### src/rtl/segment_to_nibble_rx.sv
// Receive side of the seven-segment loopback: synchronizes the pin bundle, waits for
// a pattern to stay put for STABLE_CYCLES samples, then decodes it to a nibble or flags it.
module segment_to_nibble_rx #(
  parameter int unsigned STABLE_CYCLES = 250000,
  parameter bit          ACTIVE_LOW    = 1'b1
) (
  input  logic       i_Clk,
  input  logic       i_Reset,
  input  logic [6:0] i_Segments,
  output logic [3:0] o_Nibble,
  output logic       o_Valid,
  output logic       o_Blank,
  output logic       o_Error,
  output logic [7:0] o_Error_Count
);

  localparam logic [6:0]  PIN_OFF    = ACTIVE_LOW ? 7'h7F : 7'h00;
  localparam logic [19:0] STABLE_LIM = 20'(STABLE_CYCLES);

  typedef enum logic {
    SETTLE = 1'b0,
    HOLD   = 1'b1
  } state_t;

  // Returns {legal, nibble} for a lit-segment vector in G..A bit order.
  function automatic logic [4:0] decode_glyph(input logic [6:0] pat);
    logic [4:0] res;
    case (pat)
      7'h3F:   res = {1'b1, 4'h0};
      7'h06:   res = {1'b1, 4'h1};
      7'h5B:   res = {1'b1, 4'h2};
      7'h4F:   res = {1'b1, 4'h3};
      7'h66:   res = {1'b1, 4'h4};
      7'h6D:   res = {1'b1, 4'h5};
      7'h7D:   res = {1'b1, 4'h6};
      7'h07:   res = {1'b1, 4'h7};
      7'h7F:   res = {1'b1, 4'h8};
      7'h6F:   res = {1'b1, 4'h9};
      7'h77:   res = {1'b1, 4'hA};
      7'h7C:   res = {1'b1, 4'hB};
      7'h39:   res = {1'b1, 4'hC};
      7'h5E:   res = {1'b1, 4'hD};
      7'h79:   res = {1'b1, 4'hE};
      7'h71:   res = {1'b1, 4'hF};
      default: res = 5'b0_0000;
    endcase
    return res;
  endfunction

  function automatic logic [7:0] sat_inc(input logic [7:0] v);
    return (v == 8'hFF) ? v : v + 8'd1;
  endfunction

  logic [6:0]  sync_p0;
  logic [6:0]  sync_p1;
  logic [6:0]  pat_p1;
  logic [6:0]  prev_p2;
  logic [6:0]  last_pat;
  logic [19:0] count_q;
  logic [19:0] count_d;
  state_t      state_q;
  state_t      state_d;
  logic        first_q;
  logic        commit;
  logic        do_commit;
  logic [4:0]  decoded;

  // Stage 0/1: two-flop synchronizer, parked at the all-off pin level in reset
  always_ff @(posedge i_Clk) begin
    if (i_Reset) begin
      sync_p0 <= PIN_OFF;
      sync_p1 <= PIN_OFF;
    end else begin
      sync_p0 <= i_Segments;
      sync_p1 <= sync_p0;
    end
  end

  assign pat_p1 = ACTIVE_LOW ? ~sync_p1 : sync_p1;

  // Stage 2: stability tracking against the previous cycle's pattern
  always_ff @(posedge i_Clk) begin
    if (i_Reset) begin
      state_q <= SETTLE;
      count_q <= 20'd0;
      prev_p2 <= 7'h00;
      first_q <= 1'b1;
    end else begin
      state_q <= state_d;
      count_q <= count_d;
      prev_p2 <= pat_p1;
      if (do_commit) begin
        first_q <= 1'b0;
      end
    end
  end

  always_comb begin
    state_d = state_q;
    count_d = count_q;
    commit  = 1'b0;
    if (pat_p1 != prev_p2) begin
      state_d = SETTLE;
      count_d = 20'd0;
    end else begin
      case (state_q)
        SETTLE: begin
          if (count_q == STABLE_LIM) begin
            commit  = 1'b1;
            state_d = HOLD;
          end else begin
            count_d = count_q + 20'd1;
          end
        end
        HOLD:    state_d = HOLD;
        default: state_d = SETTLE;
      endcase
    end
  end

  // Re-committing the pattern already on record is a no-op, except right after reset.
  assign do_commit = commit && (first_q || (pat_p1 != last_pat));
  assign decoded   = decode_glyph(pat_p1);

  always_ff @(posedge i_Clk) begin
    if (do_commit) begin
      last_pat <= pat_p1;
    end
  end

  // Stage 3: registered outputs
  always_ff @(posedge i_Clk) begin
    if (i_Reset) begin
      o_Nibble      <= 4'h0;
      o_Valid       <= 1'b0;
      o_Blank       <= 1'b0;
      o_Error       <= 1'b0;
      o_Error_Count <= 8'h00;
    end else begin
      o_Valid <= 1'b0;
      if (do_commit) begin
        if (decoded[4]) begin
          o_Nibble <= decoded[3:0];
          o_Valid  <= 1'b1;
          o_Blank  <= 1'b0;
          o_Error  <= 1'b0;
        end else if (pat_p1 == 7'h00) begin
          o_Blank <= 1'b1;
          o_Error <= 1'b0;
        end else begin
          o_Blank       <= 1'b0;
          o_Error       <= 1'b1;
          o_Error_Count <= sat_inc(o_Error_Count);
        end
      end
    end
  end

endmodule

### config.mk
export PLATFORM = sky130hd
export DESIGN_NAME = segment_to_nibble_rx
export DESIGN_NICKNAME = d
export VERILOG_FILES = /design/src/rtl/segment_to_nibble_rx.sv
export SDC_FILE = /design/constraint.sdc
export NUM_CORES = 1
export LEC_CHECK = 0
export ABC_CLOCK_PERIOD_IN_PS = 2600
export CORE_ASPECT_RATIO = 0.5
export CORE_MARGIN = 8
export CORE_UTILIZATION = 58
export DETAILED_ROUTE_END_ITERATION = 16
export GPL_TIMING_DRIVEN = 0
export PLACE_DENSITY = 0.82
export SETUP_SLACK_MARGIN = 0.4
export SLEW_MARGIN = 20
export SYNTH_ARGS = -nofsm -noshare
export SYNTH_HDL_FRONTEND = slang
export SYNTH_SLANG_ARGS = --single-unit
### constraint.sdc
create_clock -name i_Clk -period 2.6 [get_ports i_Clk]
set_input_delay 0.78 -clock i_Clk [delete_from_list [all_inputs] [get_ports i_Clk]]
set_output_delay 0.78 -clock i_Clk [all_outputs]
set_load 0.01 [all_outputs]
Word-level counts from Yosys, hierarchy flattened. Index checks and enable logic that the tools add are counted. W data, S select, Z words.

Register bits: 65. Input bits: 9. Output and inout port bits: 15. Logic and storage cells: 59.

Add/sub/neg operators: 2. Equality and inequality tests: 20. Mux-type cells: 10. Bitwise gates (word level): 7. Reduce and logical (&&, ||, !) cells: 8.

Operator list (count): $eq A7 B7 Y1 const B (12); $pmux W5 S16 (1); $add A20 B1 Y20 const B (1); $eq A20 B18 Y1 const B (1); $eq A7 B3 Y1 const B (2); $eq A7 B6 Y1 const B (2); $ne A7 B7 Y1 (2); $add A8 B1 Y8 const B (1); $eq A8 B8 Y1 const B (1); $mux W1 (8); $logic_not A7 Y1 (1); $not A7 Y7 (1); $not A1 Y1 (6); $reduce_and A2 Y1 (2); $reduce_and A4 Y1 (1); $reduce_or A2 Y1 (2); $pmux W1 S2 (1); $logic_and A1 B1 Y1 (1); $logic_or A1 B1 Y1 (1).

Depth between registers and ports, before layout. Gate-level depths: netlist of the first run.

Depth in word-level cells: 7. Gate-level depth with buffers: 9. Mapped depth without buffers: 9.

Least setup slack after synthesis of the first run. Ideal clock, no wire load.

Path type: register to register. Start point: reg count_q[0]. End point: reg o_Error_Count[4]. Library setup time: 123 ps. Arrival: 1975 ps. Data required time: 2477 ps. Path slack: 502 ps. Cell stages (with the launch flop): 9. Path buffers: 0. Clock period less this slack: 2098 ps. Cell sequence: dfxtp_1 > inv_1 > ha_1 > nor4b_1 > nand4_1 > nor4b_4 > nand3_2 > nor3_2 > mux2_1.

Word-level cells in the longest chain between the ends: 6.

RTL lines: from (decl) (RTL line 59) `logic [19:0] count_q;`; from (signal assigned) (RTL line 90) `count_q <= count_d;`; $eq A20 B18 Y1 (RTL line 108) `if (count_q == STABLE_LIM) begin`; $mux W1 (RTL line 108); $mux W1 (RTL line 106) `case (state_q)`; $mux W1 (RTL line 102) `if (pat_p1 != prev_p2) begin`; $logic_and A1 B1 Y1 (RTL line 122) `assign do_commit = commit && (first_q || (pat_p1 != last_pat));`; $reduce_and A4 Y1 (no source line); to (signal assigned) (RTL line 153) `o_Error_Count <= sat_inc(o_Error_Count);`; to (decl) (RTL line 14) `output logic [7:0] o_Error_Count`.

Every way passes these cells. A chain may end at the register's enable or synchronous reset.

Worst setup path in the final report of the first run.
Start point: reg sync_p1[5]. End point: reg o_Error_Count[5].

Word-level cells in the longest chain between the ends: 5. Elaborated cells between the ends (all ways): 27. Classes of those cells: 18 x eq/ne; 2 x mux; 3 x bitwise; 4 x reduce/logical.

RTL lines: from (decl) (RTL line 55) `logic [6:0] sync_p1;`; from (signal assigned) (RTL line 75) `sync_p1 <= sync_p0;`; $not A7 Y7 * (RTL line 79) `assign pat_p1 = ACTIVE_LOW ? ~sync_p1 : sync_p1;`; $eq A7 B7 Y1, or another cell as far along (RTL line 28) `case (pat)`; $pmux W5 S16, or another cell as far along (RTL line 28); $not A1 Y1 (no source line) or $logic_and A1 B1 Y1 (tied branches); $reduce_and A4 Y1 (no source line) *.

Every way passes the cells marked *; elsewhere a longest branch is shown, timed or not.

==> results.py, run 1 <==
metrics = {
    "cts": {
        "clk_pin_slew_worst_paths_ns": 0.07,
        "clock_path_buffers": 2,
        "ctsHoldBuffers": 0,
        "htreeDepth": 3,
        "cts_tree": "built",
        "clockRootBuffer": "clkbuf_8",
        "clkLatencyLatePin_ns": 0.35,
        "cts_buffers": 9,
        "cts_sinks": 65,
    },
    "place": {
        "placed_cell_area_um2": 3400,
        "hpwlAfterDp_um": 4650,
        "numPortBuffers": 23,
        "gp_congestion": 0.886,
        "dp_cells": 426,
    },
    "timing": {
        "worstMarginPinSlew_ns": 0.554,
        "finalMaxSlewViolations": 0,
        "final.min_clock_period_ns": 2.25,
        "hold_viol": 0,
        "setup_viol": 0,
        "fin_skew_ns": 0.00695,
        "rsz0062_at_grt": "yes",
        "period_share_pct": 86.4,
        "setup_tns_ns": 0,
        "slew_headroom_pct": 62.7,
        "timing.fmax_mhz": 445,
        "hold_ws_ns": 0.414,
    },
    "route": {
        "vias_per_cell": 5.79,
        "wl_per_cell_um": 15.8,
        "dr.pass1.iters": 5,
        "ant_nets": 0,
        "drt_first_iter_violations": 347,
        "num_vias": 2639,
        "drc": 0,
        "drt_wl_total_um": 7190,
    },
    "cells_and_area": {
        "fin_nets": 393,
        "num-fill-cells": 327,
        "syn_to_final_growth_pct": 25.4,
        "layout_commonest_cell": "dfxtp_1",
        "final_cell_mix": "50 x dfxtp_1, 40 x nor2_1, 22 x clkdlybuf4s50_1",
        "finalCoreUtilization_pct": 77.1,
        "instances_no_fill": 456,
        "antenna_cells": 0,
        "fin_area_um2": 3870,
        "drive_above_1_share_pct": 24.6,
    },
    "floorplanning": {
        "die_area_um2": 8050,
        "core_um2": 5020,
        "ios": 24,
        "die-height_um": 67.6,
        "fp-row-count": 18,
        "die_x_um": 119,
        "start_util_pct": 61.5,
    },
    "critical_path": {
        "crit_type": "register to register",
        "required_ns": 2.84,
        "slowest_stage": "dfxtp_1",
        "critPathArrivalTime_ns": 2.49,
        "r2r_end": "o_Error_Count[5]$_SDFFE_PP0P_",
        "crit_path_end_kind": "register",
        "cp_max_fo": 10,
        "r2r.worst_path.cells": 8,
        "r2r_start": "sync_p1[5]$_SDFF_PP1_",
        "crit_chain": "clkbuf_4 -> xor2_1 -> nand4_1 -> nor4b_4 -> buf_4 -> nand3_4 -> nor4_4 -> mux2_4",
        "startpoint_type": "register",
        "cp_slowest_stage_delay_ns": 0.34,
        "timing.reg2reg.setup_slack_ns": 0.35,
    },
    "flow_run": {
        "max-cap-violations": 0,
    },
    "pwr": {
        "power_switching_mw": 0.491,
        "irDropWorstVdd_v": 0.000296,
        "p_int_mw": 1.43,
        "pwr-share-clk_pct": 39.1,
        "p_leak_nw": 1.35,
        "combPwrFrac_pct": 7.0,
        "seqPwrFrac_pct": 53.9,
        "power_density_nw_per_um2": 496,
        "p_sw_share_pct": 25.6,
    },
    "status": {
        "status": "completed",
    },
    "global_route": {
        "antenna_found_initial": 0,
        "grt_max_degree": 13,
        "grt_pass1_vias": 2587,
        "gr-total-overflow": 0,
        "grt.total_usage_pct": 18.0,
        "grt_pass1_wl_um": 11500,
    },
    "synth": {
        "synth-edff-count": 7,
        "ys_seq_area_share_pct": 44.4,
        "synth_flop_cell": "dfxtp_1",
        "synth_cell_type_count": 56,
        "synth_fp_nets": 345,
        "ys_ff_latch": 65,
        "async_reset_ff_share_pct": 0,
        "synth.avg_cell_area_um2": 9.27,
        "yosys.area.top_type": "dfxtp_1",
        "ys_top_cells_by_area": "dfxtp_1 38%, edfxtp_1 6.8%, xnor2_1 5.1%",
        "syn_area_um2": 3090,
        "syn_inst": 333,
        "yosysWarningCount": 0,
        "netlist.area_leader.share_pct": 37.6,
    },
    "worst_hold_path": {
        "hold_path.class": "register to register",
        "min_to": "sync_p1[6]$_SDFF_PP1_",
        "hp-start": "sync_p0[6]$_SDFF_PP1_",
        "holdPathStages": 1,
    },
}
-- critical path: cells and delay by family (launching register included) --
family	cells	cell delay, ns
buffers and inverters	2	0.38
muxes	1	0.32
and+or+nand+nor	4	0.93
xor gates and xnor gates	1	0.16
DFF	1	0.34
-- per-stage QoR --
| stage | setup slack [ns] | power, mW |
|---|---|---|
| 2_1_floorplan | 0.502 | 1.14 |
| 3_3_place_gp | 0.130 | 1.17 |
| 3_5_place_dp | 0.0960 | 1.18 |
| 4_1_cts | 0.332 | 1.92 |
| 5_1_grt | 0.269 | 2.01 |
| 6_report | 0.354 | 1.92 |
-- cell usage after synthesis (all sizes together), types with 6 or more instances --
cell type / count
buf: 11
xnor2: 18
or2: 14
nand2: 16
o21ai: 9
mux2: 6
clkbuf: 6
xor2: 10
nand3: 11
or3: 9
nor4: 10
edfxtp: 7
dfxtp: 58
inv: 16
nor2: 41
nand4: 7
nor2b: 8
nor3: 18
a21oi: 16
-- power groups by stage --
stage | clock, mW | combinational (mW) | sequential, mW
floorplan | 0 | 0.0826 | 1.06
global placement | 0 | 0.114 | 1.06
detailed placement | 0 | 0.119 | 1.06
CTS | 0.760 | 0.130 | 1.03
global route | 0.825 | 0.146 | 1.04
finish | 0.750 | 0.135 | 1.03
-- logic make-up after synthesis --
logic type / count (synthesis) / synth area share [%]
AOI/OAI and AO/OA: 42 / 8.51
xor gates and xnor gates: 28 / 8.19
adders and majority gates: 3 / 1.22
buffers and inverters: 34 / 6.08
DFF: 65 / 44.4
muxes: 6 / 2.19
and+or+nand+nor: 155 / 29.4
-- timing repair --
item | in CTS | in global routing
setup endpoints to repair | 33 | 37
buffers inserted | 9 | 5
pin swaps | 5 | 7
gates resized for setup | 21 | 22
-- cell type report --
class	count	area, um2	area share [%]
clock buffer	9	124	3.20
buffer	17	130	3.36
clock inverter	7	43.8	1.13
sequential	65	1380	35.7
inverter	17	71.3	1.84
timing repair buffer	37	367	9.47
tap	70	87.6	2.26
multi-input combinational	234	1670	43.1
-- sequential cells by signal, summed over array words and instances (netlist names) --
| name | count |
|---|---|
| count_q | 20 |
| o_Error | 1 |
| o_Valid | 1 |
| prev_p2 | 7 |
| sync_p0 | 7 |
| last_pat | 7 |
| o_Blank | 1 |
| first_q | 1 |
| state_q | 1 |
| o_Error_Count | 8 |
| sync_p1 | 7 |
| o_Nibble | 4 |
-- per-layer routing --
| metal | GRT usage (%) | share of wire (%) |
|---|---|---|
| met5 | 0 | 0 |
| met4 | 7.80 | 1.4 |
| met3 | 8.15 | 5.0 |
| met2 | 32.2 | 51 |
| met1 | 18.7 | 43 |
-- worst max-delay path by stage --
stage	from	end	slack (ns)	cells past startpoint
floorplan	count_q[0]$_SDFFE_PP0P_	o_Error_Count[4]$_SDFFE_PP0P_	0.50	8
global placement	i_Reset	count_q[7]$_SDFFE_PP0P_	0.13	4
detailed placement	i_Reset	count_q[18]$_SDFFE_PP0P_	0.1	4
CTS	count_q[1]$_SDFFE_PP0P_	o_Error_Count[5]$_SDFFE_PP0P_	0.33	9
global route	count_q[2]$_SDFFE_PP0P_	o_Error_Count[5]$_SDFFE_PP0P_	0.27	7
finish	sync_p1[5]$_SDFF_PP1_	o_Error_Count[5]$_SDFFE_PP0P_	0.35	8
Power figures use the tool's default switching activity.
==> run 2: changes to the inputs <==
--- a/config.mk
+++ b/config.mk
@@ -13,7 +13,7 @@
 export GPL_TIMING_DRIVEN = 0
 export PLACE_DENSITY = 0.82
 export SETUP_SLACK_MARGIN = 0.4
-export SLEW_MARGIN = 20
+export SLEW_MARGIN = 10
 export SYNTH_ARGS = -nofsm -noshare
 export SYNTH_HDL_FRONTEND = slang
 export SYNTH_SLANG_ARGS = --single-unit
==> results of run 2 <==
Final layout, timing and power as in run 1 (identical DEF).
